### src/rtl/cpu_decode_if.sv
// 68030 bus-side signal bundle between the CPU card pins and the address decoder.
// master drives the CPU bus inputs; slave is the decoder.
interface cpu_decode_if;
  logic        nAS;
  logic        RnW;
  logic [2:0]  FC;
  logic [15:0] ADDR;
  logic [1:0]  nDSACK;
  logic        nRAMSEL;
  logic        nROMSEL;
  logic [3:0]  nIOSEL;
  logic [1:0]  ROM_DSACK;
  logic        AVEC;
  logic        BERR;
  logic        OVERLAY;

  modport master (
    output nAS, RnW, FC, ADDR, nDSACK,
    input  nRAMSEL, nROMSEL, nIOSEL, ROM_DSACK, AVEC, BERR, OVERLAY
  );

  modport slave (
    input  nAS, RnW, FC, ADDR, nDSACK,
    output nRAMSEL, nROMSEL, nIOSEL, ROM_DSACK, AVEC, BERR, OVERLAY
  );
endinterface

### src/rtl/cpu_decode.sv
// Address decoder and bus-cycle supervisor: chip selects, boot ROM overlay,
// ROM wait states, autovector and bus-error generation for the 68030 card.
module cpu_decode #(
  parameter int unsigned ROM_WS       = 6,
  parameter int unsigned BERR_TIMEOUT = 500
) (
  input logic         CLK,
  input logic         nRST,
  cpu_decode_if.slave bus
);

  typedef enum logic [2:0] {
    ClsUnmapped, ClsDram, ClsRomLow, ClsRomNative, ClsIo, ClsIack
  } cls_e;

  typedef enum logic [2:0] {
    StIdle, StRomWait, StRomAck, StDone, StFault
  } state_e;

  cls_e       cls_dec, cls_q;
  state_e     state_q, state_d;
  logic       as1_q, as_q;
  logic [1:0] ds1_q, ds_q;
  logic       dsack_seen;
  logic [3:0] ws_q, ws_d;
  logic [9:0] wd_q, wd_d;
  logic       wd_clr;
  logic [1:0] rom_dsack_q, rom_dsack_d;
  logic       avec_q, avec_d, berr_q, berr_d;
  logic       overlay_q, overlay_d, rom_native_q, rom_native_d;
  logic       sel_en;
  logic [3:0] io_sel_n;

  // Decode straight from pins; CPU space never produces a chip select.
  always_comb begin
    cls_dec = ClsUnmapped;
    if (bus.FC == 3'b111) begin
      if (bus.ADDR[3:0] == 4'hF) cls_dec = ClsIack;
    end else if (bus.ADDR[15:12] == 4'h0) begin
      cls_dec = (overlay_q && bus.RnW) ? ClsRomLow : ClsDram;
    end else if (bus.ADDR[15:4] == 12'hFFF) begin
      cls_dec = ClsRomNative;
    end else if (bus.ADDR[15:4] == 12'hFFE) begin
      cls_dec = ClsIo;
    end
  end

  assign sel_en = nRST && !bus.nAS;

  always_comb begin
    io_sel_n = 4'hF;
    if (sel_en && cls_dec == ClsIo) io_sel_n[bus.ADDR[3:2]] = 1'b0;
  end

  assign bus.nRAMSEL   = ~(sel_en && cls_dec == ClsDram);
  assign bus.nROMSEL   = ~(sel_en && (cls_dec == ClsRomLow || cls_dec == ClsRomNative));
  assign bus.nIOSEL    = io_sel_n;
  assign bus.ROM_DSACK = rom_dsack_q;
  assign bus.AVEC      = avec_q;
  assign bus.BERR      = berr_q;
  assign bus.OVERLAY   = overlay_q;

  assign dsack_seen = |ds_q;

  always_ff @(posedge CLK or negedge nRST) begin
    if (!nRST) begin
      as1_q <= 1'b0;
      as_q  <= 1'b0;
      ds1_q <= 2'b00;
      ds_q  <= 2'b00;
      cls_q <= ClsUnmapped;
    end else begin
      as1_q <= ~bus.nAS;
      as_q  <= as1_q;
      ds1_q <= ~bus.nDSACK;
      ds_q  <= ds1_q;
      if (as1_q && !as_q) cls_q <= cls_dec;
    end
  end

  always_comb begin
    state_d      = state_q;
    ws_d         = ws_q;
    rom_dsack_d  = rom_dsack_q;
    avec_d       = avec_q;
    berr_d       = berr_q;
    overlay_d    = overlay_q;
    rom_native_d = rom_native_q;
    wd_clr       = !as_q || dsack_seen || avec_q || (rom_dsack_q != 2'b00) || berr_q;
    wd_d         = wd_clr ? 10'd0 : wd_q + 10'd1;

    unique case (state_q)
      StIdle: begin
        if (as_q) begin
          unique case (cls_q)
            ClsRomLow, ClsRomNative: begin
              ws_d    = 4'(ROM_WS - 1);
              state_d = StRomWait;
              if (cls_q == ClsRomNative) rom_native_d = 1'b1;
            end
            ClsIack: begin
              avec_d  = 1'b1;
              state_d = StDone;
            end
            ClsUnmapped: begin
              berr_d  = 1'b1;
              state_d = StFault;
            end
            default: state_d = StDone;
          endcase
        end
      end
      StRomWait: begin
        ws_d = ws_q - 4'd1;
        // <= 1 so that ROM_WS=1 (loaded as 0) still leaves after one cycle.
        if (ws_q <= 4'd1) begin
          rom_dsack_d = 2'b10;
          state_d     = StRomAck;
        end
      end
      StRomAck, StDone, StFault: begin
        if (!as_q) begin
          rom_dsack_d = 2'b00;
          avec_d      = 1'b0;
          berr_d      = 1'b0;
          state_d     = StIdle;
        end
      end
      default: state_d = StIdle;
    endcase

    // Termination sensed on the same edge clears the counter and wins.
    if (state_q != StIdle && !wd_clr && wd_q == 10'(BERR_TIMEOUT - 1)) begin
      berr_d  = 1'b1;
      state_d = StFault;
    end

    if (rom_native_q && !as_q) begin
      rom_native_d = 1'b0;
      overlay_d    = 1'b0;
    end
  end

  always_ff @(posedge CLK or negedge nRST) begin
    if (!nRST) begin
      state_q      <= StIdle;
      ws_q         <= 4'd0;
      wd_q         <= 10'd0;
      rom_dsack_q  <= 2'b00;
      avec_q       <= 1'b0;
      berr_q       <= 1'b0;
      overlay_q    <= 1'b1;
      rom_native_q <= 1'b0;
    end else begin
      state_q      <= state_d;
      ws_q         <= ws_d;
      wd_q         <= wd_d;
      rom_dsack_q  <= rom_dsack_d;
      avec_q       <= avec_d;
      berr_q       <= berr_d;
      overlay_q    <= overlay_d;
      rom_native_q <= rom_native_d;
    end
  end

endmodule
### src/flat_wrapper.sv
// flat-port wrapper written by rule: the top's interface ports become plain ports
module cpu_decode_flat 
#(
  parameter int unsigned ROM_WS       = 6,
  parameter int unsigned BERR_TIMEOUT = 500
)
  (CLK, nRST, bus_nAS, bus_RnW, bus_FC, bus_ADDR, bus_nDSACK, bus_nRAMSEL, bus_nROMSEL, bus_nIOSEL, bus_ROM_DSACK, bus_AVEC, bus_BERR, bus_OVERLAY);
  cpu_decode_if bus_i ();
  input logic CLK;
  input logic nRST;
  input wire logic [$bits(bus_i.nAS)-1:0] bus_nAS;
  input wire logic [$bits(bus_i.RnW)-1:0] bus_RnW;
  input wire logic [$bits(bus_i.FC)-1:0] bus_FC;
  input wire logic [$bits(bus_i.ADDR)-1:0] bus_ADDR;
  input wire logic [$bits(bus_i.nDSACK)-1:0] bus_nDSACK;
  output wire logic [$bits(bus_i.nRAMSEL)-1:0] bus_nRAMSEL;
  output wire logic [$bits(bus_i.nROMSEL)-1:0] bus_nROMSEL;
  output wire logic [$bits(bus_i.nIOSEL)-1:0] bus_nIOSEL;
  output wire logic [$bits(bus_i.ROM_DSACK)-1:0] bus_ROM_DSACK;
  output wire logic [$bits(bus_i.AVEC)-1:0] bus_AVEC;
  output wire logic [$bits(bus_i.BERR)-1:0] bus_BERR;
  output wire logic [$bits(bus_i.OVERLAY)-1:0] bus_OVERLAY;
  assign bus_i.nAS = bus_nAS;
  assign bus_i.RnW = bus_RnW;
  assign bus_i.FC = bus_FC;
  assign bus_i.ADDR = bus_ADDR;
  assign bus_i.nDSACK = bus_nDSACK;
  assign bus_nRAMSEL = bus_i.nRAMSEL;
  assign bus_nROMSEL = bus_i.nROMSEL;
  assign bus_nIOSEL = bus_i.nIOSEL;
  assign bus_ROM_DSACK = bus_i.ROM_DSACK;
  assign bus_AVEC = bus_i.AVEC;
  assign bus_BERR = bus_i.BERR;
  assign bus_OVERLAY = bus_i.OVERLAY;
  cpu_decode #(.ROM_WS(ROM_WS), .BERR_TIMEOUT(BERR_TIMEOUT)) u_core (.CLK(CLK), .nRST(nRST), .bus(bus_i));
endmodule
### config.mk
export PLATFORM = sky130hd
export DESIGN_NAME = cpu_decode_flat
export DESIGN_NICKNAME = d
export VERILOG_FILES = /design/src/rtl/cpu_decode_if.sv /design/src/rtl/cpu_decode.sv /design/src/flat_wrapper.sv
export SDC_FILE = /design/constraint.sdc
export NUM_CORES = 1
export LEC_CHECK = 0
export BUFFER_PORTS_ARGS = -buffer_cell sky130_fd_sc_hd__buf_2
export CORE_MARGIN = 1.5
export CORE_UTILIZATION = 52
export CTS_CLUSTER_DIAMETER = 120
export CTS_CLUSTER_SIZE = 14
export DETAILED_ROUTE_END_ITERATION = 8
export HOLD_SLACK_MARGIN = 0.03
export PLACE_DENSITY = 0.82
export SYNTH_ARGS = -nofsm -noshare
export SYNTH_HDL_FRONTEND = slang
export SYNTH_SLANG_ARGS = --single-unit
export TNS_END_PERCENT = 1
### constraint.sdc
create_clock -name CLK -period 2.1 [get_ports CLK]
set_clock_uncertainty 0.15 [all_clocks]
set_input_delay 0.21 -clock CLK [delete_from_list [all_inputs] [get_ports CLK]]
set_output_delay 0.21 -clock CLK [all_outputs]
set_load 0.01 [all_outputs]
==> results of run 1 <==
==> repair_timing <==
action | 4_1_cts | 5_1_grt
buffers inserted | 0 | 0
hold endpoints to repair | 34 | 0
endpoints found under the setup margin | 0 | 0
hold buffers | 5 | 0
==> registers in the layout, indices dropped and copies added, names as in the netlist, 2 cells and up <==
register        cells
u_core.cls_q        3
u_core.ds1_q        2
u_core.ds_q         2
u_core.state_q      3
u_core.wd_q        10
u_core.ws_q         4
==> metal layers <==
metal  track usage [%]  part of all wire [%]  vias up
li1                  -                     -      659
met2             36.45                    48       46
met3             7.029                   5.8        4
met1             27.74                    44      651
met5                 0                     0        -
met4             7.973                   1.2        0
==> final cells by class <==
cell class / count / area [um2] / area share, %
tap: 31 / 38.79 / 2.097
sequential: 31 / 777.0 / 42.02
inverter: 11 / 41.29 / 2.233
clock buffer: 6 / 51.30 / 2.774
multi-input combinational: 115 / 700.7 / 37.89
timing repair buffer: 41 / 235.2 / 12.72
clock inverter: 1 / 5.005 / 0.2706
==> worst paths after layout <==
check | to | slack, ns | from
min in group asynchronous | u_core.bus.BERR | 0.31 | nRST
worst min register to register | u_core.ds_q[0] | 0.22 | u_core.ds1_q[0]
worst max-delay path | u_core.bus.ROM_DSACK[1] | 0.1 | u_core.wd_q[0]
worst max register to register | u_core.bus.ROM_DSACK[1] | 0.1 | u_core.wd_q[0]
worst min-delay path | u_core.cls_q[2] | 0.14 | bus_FC[1]
max in group asynchronous | u_core.bus.OVERLAY | 1.17 | nRST
==> cell usage after synthesis, types with 4 or more instances <==
cell      instances  area, um2
nor2_1           13      48.80
o21ai_0          14      70.07
nand3b_1          4      30.03
nor3_1            7      35.03
dfrtp_1          30      750.7
and3_1            4      25.02
nand3_1           7      35.03
inv_1            10      37.54
nand2_1          13      48.80
a21oi_1           7      35.03
==> logic make-up after synthesis <==
kind of cell               Yosys count  synth area share [%]
xor gates and xnor gates             6                 3.432
muxes                                1                0.6536
buffers and inverters               13                 3.513
AOI/OAI and AO/OA                   36                 14.38
adders and majority gates            3                 2.451
DFF                                 31                 50.74
and+or+nand+nor                     68                 24.59
other                                1                0.2449
==> worst max-delay path: cells and delay by family (launching register included) <==
kind                       cells  cell delay (ns)
adders and majority gates      1             0.21
AOI/OAI and AO/OA              2             0.22
and+or+nand+nor                2             0.93
DFF                            1             0.39
==> where the power goes <==
| group | internal (uW) | leakage [uW] | total, uW | switching, uW |
|---|---|---|---|---|
| clock | 155 | 0.0000341 | 347 | 192 |
| combinational | 211 | 0.000398 | 475 | 264 |
| sequential | 698 | 0.000398 | 820 | 123 |
| total | 1060 | 0.000830 | 1640 | 578 |
==> through the flow <==
step / std cells / power (uW) / cell area, um2 / hold slack, ns / utilization (%)
after floorplan: 159 / 1110 / 1531 / -0.2356 / -
after global placement: 224 / 1267 / 1743 / 0.1191 / 62.66
after detailed placement: 224 / 1300 / 1743 / 0.1168 / 62.66
after CTS: 236 / 1660 / 1849 / 0.1191 / 66.49
after global routing: 236 / 1766 / 1849 / 0.1602 / 66.49
final: 236 / 1642 / 1849 / 0.1412 / 66.49
==> results.toml, run 1 <==
[run_status]
outcome = "finished, final reports clean"

[clock_network]
clockBufferDepth = 2
cts_tree = "yes"
insertion_delay_ns = 0.33
root_buffer = "clkbuf_4"
clkSinkCount = 31
numCtsBuffers = 5
cts_resized = 0
clk_pin_slew_ns = 0.10
htree_num_levels = 2

[routing]
post-route-drc-count = 0
viasPerCell = 5.763
vias = 1360
drtIter0Drc = 50
routed_wl_um = 3279
drt-pass1-iter-count = 4
routedWlPerCell_um = 13.89
postRouteAntennaNets = 0

[synthesis]
synth_edf_count = 0
yosys_most_used_dff = "dfrtp_1"
ys_async_sr_fraction_pct = 100.0
ys.warnings.count = 0
synth_cell_types = 42
synth_nets = 187
avgSynthCellArea_um2 = 9.632
synth_area_um2 = 1531
seq_area_frac_synth_pct = 50.74
synth_seq_cells = 31
syn_inst = 159

[global_route]
globalRoute.totalOverflow = 0
grt_usage_pct = 22.20
grt_pass1_vias = 1280
antenna_found_initial = 0
grt_start_max_net_pins = 32
grt_pass1_wl_um = 5485

[pwr]
leakage_uw = 0.0008298
irDropWorstVdd_mv = 0.6419
powerDensity_nw_per_um2 = 888.0

[worst_setup_path]
crit_arrival_ns = 2.07
crit_path_start_kind = "register"
cpPeakStageDelay_ns = 0.47
cp_max_fo = 3
critPathSlowestCell = "or4_4"
cp_cell_sequence = "ha_1 -> or4b_1 -> or4_4 -> o21ai_1 -> a21oi_1"
endpoint_kind = "register"
worstRegToRegCells = 5
critPathKind = "reg2reg"
crit_required_ns = 2.17

[place]
post-place-ws_ns = 0.1050
io_buffers = 34
place_hpwl_um = 2471
place_congestion = 0.8257

[cells_and_area]
area_growth_pct = 20.75
num-nets-final = 233
diodes = 0
drive_above_1_share_pct = 23.90
mostFrequentLayoutCells = "buf_2, dfrtp_1, o21ai_0, nand2_1, nor2_1"
layout_commonest_cell = "buf_2"
fillCellCount = 230

[sta]
slew_violations = 0
min_period_over_period_pct = 95.33
worstMarginPinSlew_ns = 0.5180
fin_setup_tns_ns = 0
setup_viol = 0
post-route-min-period_ns = 2.002
worst_slack_ns = 0.09806
fmax_mhz = 499.5
rsz0062_at_grt = "no"
relSlewSlack_pct = 65.10
hold_viol_final = 0

[floorplanning]
initial_core_util_pct = 55.06
coreArea_um2 = 2781
die_x_um = 57.27
fp.dieH_um = 57.27
rows = 19
die_area_um2 = 3280
ioPinCount = 36

[hold_path]
hold_depth = 4
hp-class = "in2reg"

[job]
max-cap-violations = 0
Note: power is estimated with default switching activity, not from simulation.
==> inputs of run 2 (changes only) <==
- clock period: 2.1 -> 2.25 ns (I/O delays scaled with it)
==> results.toml, run 2 (synthesized netlist as in run 1, its figures left out) <==
[cells_and_area]
mostFrequentLayoutCells = "buf_2, dfrtp_1, o21ai_0, nand2_1, nor2_1"
largest_reg_flops = 10
largest_register = "u_core.wd_q"
fin_util_pct = 67.48
fillCellCount = 213
area_growth_pct = 22.55
drive_above_1_share_pct = 25.37
biggestRegsByFlops = "u_core.wd_q (10), u_core.ws_q (4)"
num-nets-final = 232
diodes = 0
layout_commonest_cell = "buf_2"

[sta]
slew_violations = 0
setup_viol = 0
min_period_over_period_pct = 95.78
hold_viol_final = 0
rsz0062_at_grt = "no"
holdWs_ns = 0.06977
post-route-min-period_ns = 2.155
fin_setup_tns_ns = 0
fmax_mhz = 464.0
worst_slack_ns = 0.09497

[clock_network]
post_cts_buffers = 0
insertion_delay_ns = 0.33
clkSinkCount = 31
clk_pin_slew_ns = 0.10
root_buffer = "clkbuf_4"
cts_tree = "yes"
numCtsBuffers = 5
clockBufferDepth = 2
htree_num_levels = 2

[routing]
routedWlPerCell_um = 13.66
vias = 1321
drt-pass1-iter-count = 4
postRouteAntennaNets = 0
post-route-drc-count = 0
drtIter0Drc = 62
routed_wl_um = 3224
viasPerCell = 5.597

[global_route]
antenna_found_initial = 0
grt_pass1_wl_um = 5471
globalRoute.totalOverflow = 0
grt_usage_pct = 22.52
grt_pass1_vias = 1284
grt_start_max_net_pins = 32

[floorplanning]
coreArea_um2 = 2781
ioPinCount = 36
die_x_um = 57.27
rows = 19
fp.dieH_um = 57.27
die_area_um2 = 3280
initial_core_util_pct = 55.06

[hold_path]
hp-class = "in2reg"

[job]
max-cap-violations = 0

[worst_setup_path]
cp_max_fo = 4
crit_path_start_kind = "input port"
critPathKind = "in2out"
cp_cell_sequence = "dlygate4sd3_1 -> buf_2 -> and3_4 -> and2_4 -> or3b_2 -> buf_2"
cpPeakStageDelay_ns = 0.52
crit_family = "buffers and inverters"
crit_buf_inv = 3
critPathSlowestCell = "dlygate4sd3_1"
crit_top_cell = "buf_2"
crit_arrival_ns = 1.78
endpoint_kind = "primary output"
crit_required_ns = 1.88

[pwr]
irDropWorstVdd_mv = 0.8195
powerDensity_nw_per_um2 = 888.0
leakage_uw = 0.0008374

[place]
post-place-ws_ns = 0.2584
io_buffers = 34
place_congestion = 0.8428
place_hpwl_um = 2355

[run_status]
outcome = "finished, final reports clean"
==> run 2: metal layers <==
metal	track usage [%]	wire length (um)	vias to the layer above
li1	-	-	661
met3	5.669	138	6
met4	12.29	57	0
met2	37.11	1547	36
met5	0	0	-
met1	27.11	1480	618
==> run 2: worst paths after layout <==
path / startpoint / end / slack, ns / depth (start not counted)
worst max-delay path: nRST / bus_nIOSEL[0] / 0.09 / 6
worst min-delay path: bus_ADDR[4] / u_core.cls_q[2] / 0.07 / 4
worst max register to register: u_core.wd_q[0] / u_core.bus.ROM_DSACK[1] / 0.28 / 5
worst min register to register: u_core.ds1_q[1] / u_core.ds_q[1] / 0.23 / 0
max in group asynchronous: nRST / u_core.bus.OVERLAY / 1.32 / 3
min in group asynchronous: nRST / u_core.wd_q[9] / 0.31 / 3
==> run 2: stage by stage <==
stage	cell area [um2]	cells	total power, uW
final	1877	236	1667
after global routing	1877	236	1769
after global placement	1743	224	1186
after floorplan	1531	159	1036
after CTS	1869	236	1677
after detailed placement	1743	224	1209
==> run 2: tightest hold or removal path, delay by kind of cell <==
family                 cells  cell delay, ns
AO/OA/AOI/OAI              1            0.07
buffers and inverters      1            0.09
AND/OR/NAND/NOR            2            0.13
==> run 2: where the power goes <==
| group | switching (uW) | total, uW | internal (uW) |
|---|---|---|---|
| Sequential | 115 | 766 | 651 |
| Clock | 189 | 452 | 262 |
| Combinational | 251 | 449 | 199 |
==> run 2: final cells by class <==
class                      instances  area [um2]  area share [%]
tap                               31       38.79           2.067
timing repair buffer              40       225.2           12.00
clock buffer                       6       51.30           2.733
inverter                          11       41.29           2.200
multi-input combinational        115       708.2           37.73
sequential                        31       777.0           41.40
clock inverter                     2       35.03           1.867
==> run 2: repair_timing <==
action / 4_1_cts / 5_1_grt
setup endpoints to repair: 0 / 1
hold buffers: 4 / 0
gates resized for setup: 0 / 2
endpoints found under the hold margin: 33 / 0
==> inputs of run 3 (changes only) <==
- CORE_UTILIZATION: 52 -> 30
- PLACE_DENSITY: 0.82 -> 0.54
==> results.toml, run 3 (synthesized netlist as in run 1, its figures left out) <==
[worst_setup_path]
critPathSlowestCell = "dlygate4sd3_1"
cpPeakStageDelay_ns = 0.52
r2r_end = "u_core.bus.ROM_DSACK[1]"
crit_path_start_kind = "input port"
worstRegToRegCells = 5
r2r_setup_slack_ns = 0.30
r2r_start = "u_core.wd_q[0]"
crit_top_cell = "buf_2"
critPathKind = "in2out"
crit_arrival_ns = 1.78
cp_cell_sequence = "dlygate4sd3_1 -> buf_2 -> and3_1 -> and2_4 -> or3b_2 -> buf_2"
crit_required_ns = 1.88
cp_max_fo = 4
endpoint_kind = "primary output"

[clock_network]
htree_num_levels = 2
clkSinkCount = 31
cts_tree = "yes"
clk_pin_slew_ns = 0.06
insertion_delay_ns = 0.28
root_buffer = "clkbuf_8"
clockBufferDepth = 2
numCtsBuffers = 5

[global_route]
grt_pass1_wl_um = 5471
grt_start_max_net_pins = 32
grt_pass1_vias = 1257
globalRoute.totalOverflow = 0
antenna_found_initial = 0
grt_usage_pct = 12.86

[sta]
min_period_over_period_pct = 95.60
hold_viol_final = 0
rsz0062_at_grt = "no"
fin_setup_tns_ns = 0
relSlewSlack_pct = 66.77
holdWs_ns = 0.1116
worstMarginPinSlew_ns = 0.4933
setup_viol = 0
fmax_mhz = 464.9
post-route-min-period_ns = 2.151
slew_violations = 0

[floorplanning]
die_area_um2 = 5543
ioPinCount = 36
die_x_um = 74.45
fp.dieH_um = 74.45
initial_core_util_pct = 31.79
rows = 25
coreArea_um2 = 4817

[pwr]
intPower_uw = 1207
p_sw_uw = 553.9
p_sw_share_pct = 31.45
leakage_uw = 0.0008513
irDropWorstVdd_mv = 0.3438
power_frac_clock_pct = 31.9
powerDensity_nw_per_um2 = 904.0
design_power_total_uw = 1761
seqPwrFrac_pct = 43.4
combinationalPowerShare_pct = 24.7

[cells_and_area]
mostFrequentLayoutCells = "buf_2, dfrtp_1, o21ai_0, nand2_1, nor2_1"
biggestRegsByFlops = "u_core.wd_q (10), u_core.ws_q (4)"
num-nets-final = 232
drive_above_1_share_pct = 24.88
largest_reg_flops = 10
layout_commonest_cell = "buf_2"
largest_register = "u_core.wd_q"
area_growth_pct = 27.21
design_area_um2 = 1948
fillCellCount = 494
diodes = 0

[routing]
postRouteAntennaNets = 0
drtIter0Drc = 58
drt-pass1-iter-count = 4
routed_wl_um = 3066
viasPerCell = 4.732
routedWlPerCell_um = 11.27
vias = 1287
post-route-drc-count = 0

[place]
place_congestion = 0.7558
place_hpwl_um = 2248
placed_area_um2 = 1788
io_buffers = 34

[hold_path]
hold_path_startpoint = "bus_ADDR[4]"
min_to = "u_core.cls_q[2]"
hold_depth = 4
hp-class = "in2reg"

[run_status]
outcome = "finished, final reports clean"

[job]
max-cap-violations = 0
## run 3: cell counts in the layout (fill, tap and decap cells not counted)
No cell type changed its count.
## run 3: worst max-delay path, delay by kind of cell
| kind | cells | cell delay [ns] |
|---|---|---|
| buffers and inverters | 3 | 0.77 |
| AND/OR/NAND/NOR | 3 | 0.78 |
## run 3: area by class of cell
cell class                 instances  area, um2  share of cell area [%]
inverter                          11      41.29                   2.119
sequential                        31      777.0                   39.88
clock inverter                     2      35.03                   1.798
multi-input combinational        115      703.2                   36.10
tap                               67      83.83                   4.303
clock buffer                       6      82.58                   4.239
timing repair buffer              40      225.2                   11.56
## run 3: metal layers
| metal | part of all wire [%] | GRT usage, % | wire [um] |
|---|---|---|---|
| met5 | 0 | 0 | 0 |
| met4 | 1.8 | 5.455 | 55 |
| met3 | 4.5 | 3.388 | 138 |
| met2 | 43 | 19.94 | 1305 |
| met1 | 51 | 17.03 | 1566 |
## run 3: stage by stage
step / setup WS, ns / util (%) / std cells
after floorplan: 0.3914 / - / 159
after global placement: 0.3176 / 37.12 / 260
after detailed placement: 0.2490 / 37.12 / 260
after CTS: 0.05510 / 40.39 / 272
after global routing: 0.02495 / 40.44 / 272
final: 0.09896 / 40.44 / 272
## run 3: repair_timing
action,in CTS,in global routing
hold endpoints to repair,33,0
hold buffers,4,0
resized for setup,0,1
endpoints found under the setup margin,0,1
setup buffers,0,0
## run 3: how the worst max path moves through the flow
stage	from	to
6_report	nRST	bus_nIOSEL[0]
5_1_grt	nRST	bus_nIOSEL[0]
4_1_cts	nRST	bus_nIOSEL[0]
3_5_place_dp	bus_ADDR[14]	bus_nIOSEL[0]
3_3_place_gp	bus_ADDR[14]	bus_nIOSEL[0]
2_1_floorplan	u_core.wd_q[0]	u_core.bus.ROM_DSACK[1]
## run 3: power groups by stage
stage | sequential, uW | combinational (uW) | clock [uW]
final | 764 | 435 | 562
after global routing | 786 | 509 | 598
after CTS | 763 | 441 | 578
after detailed placement | 772 | 431 | 0
after global placement | 777 | 431 | 0
after floorplan | 756 | 279 | 0
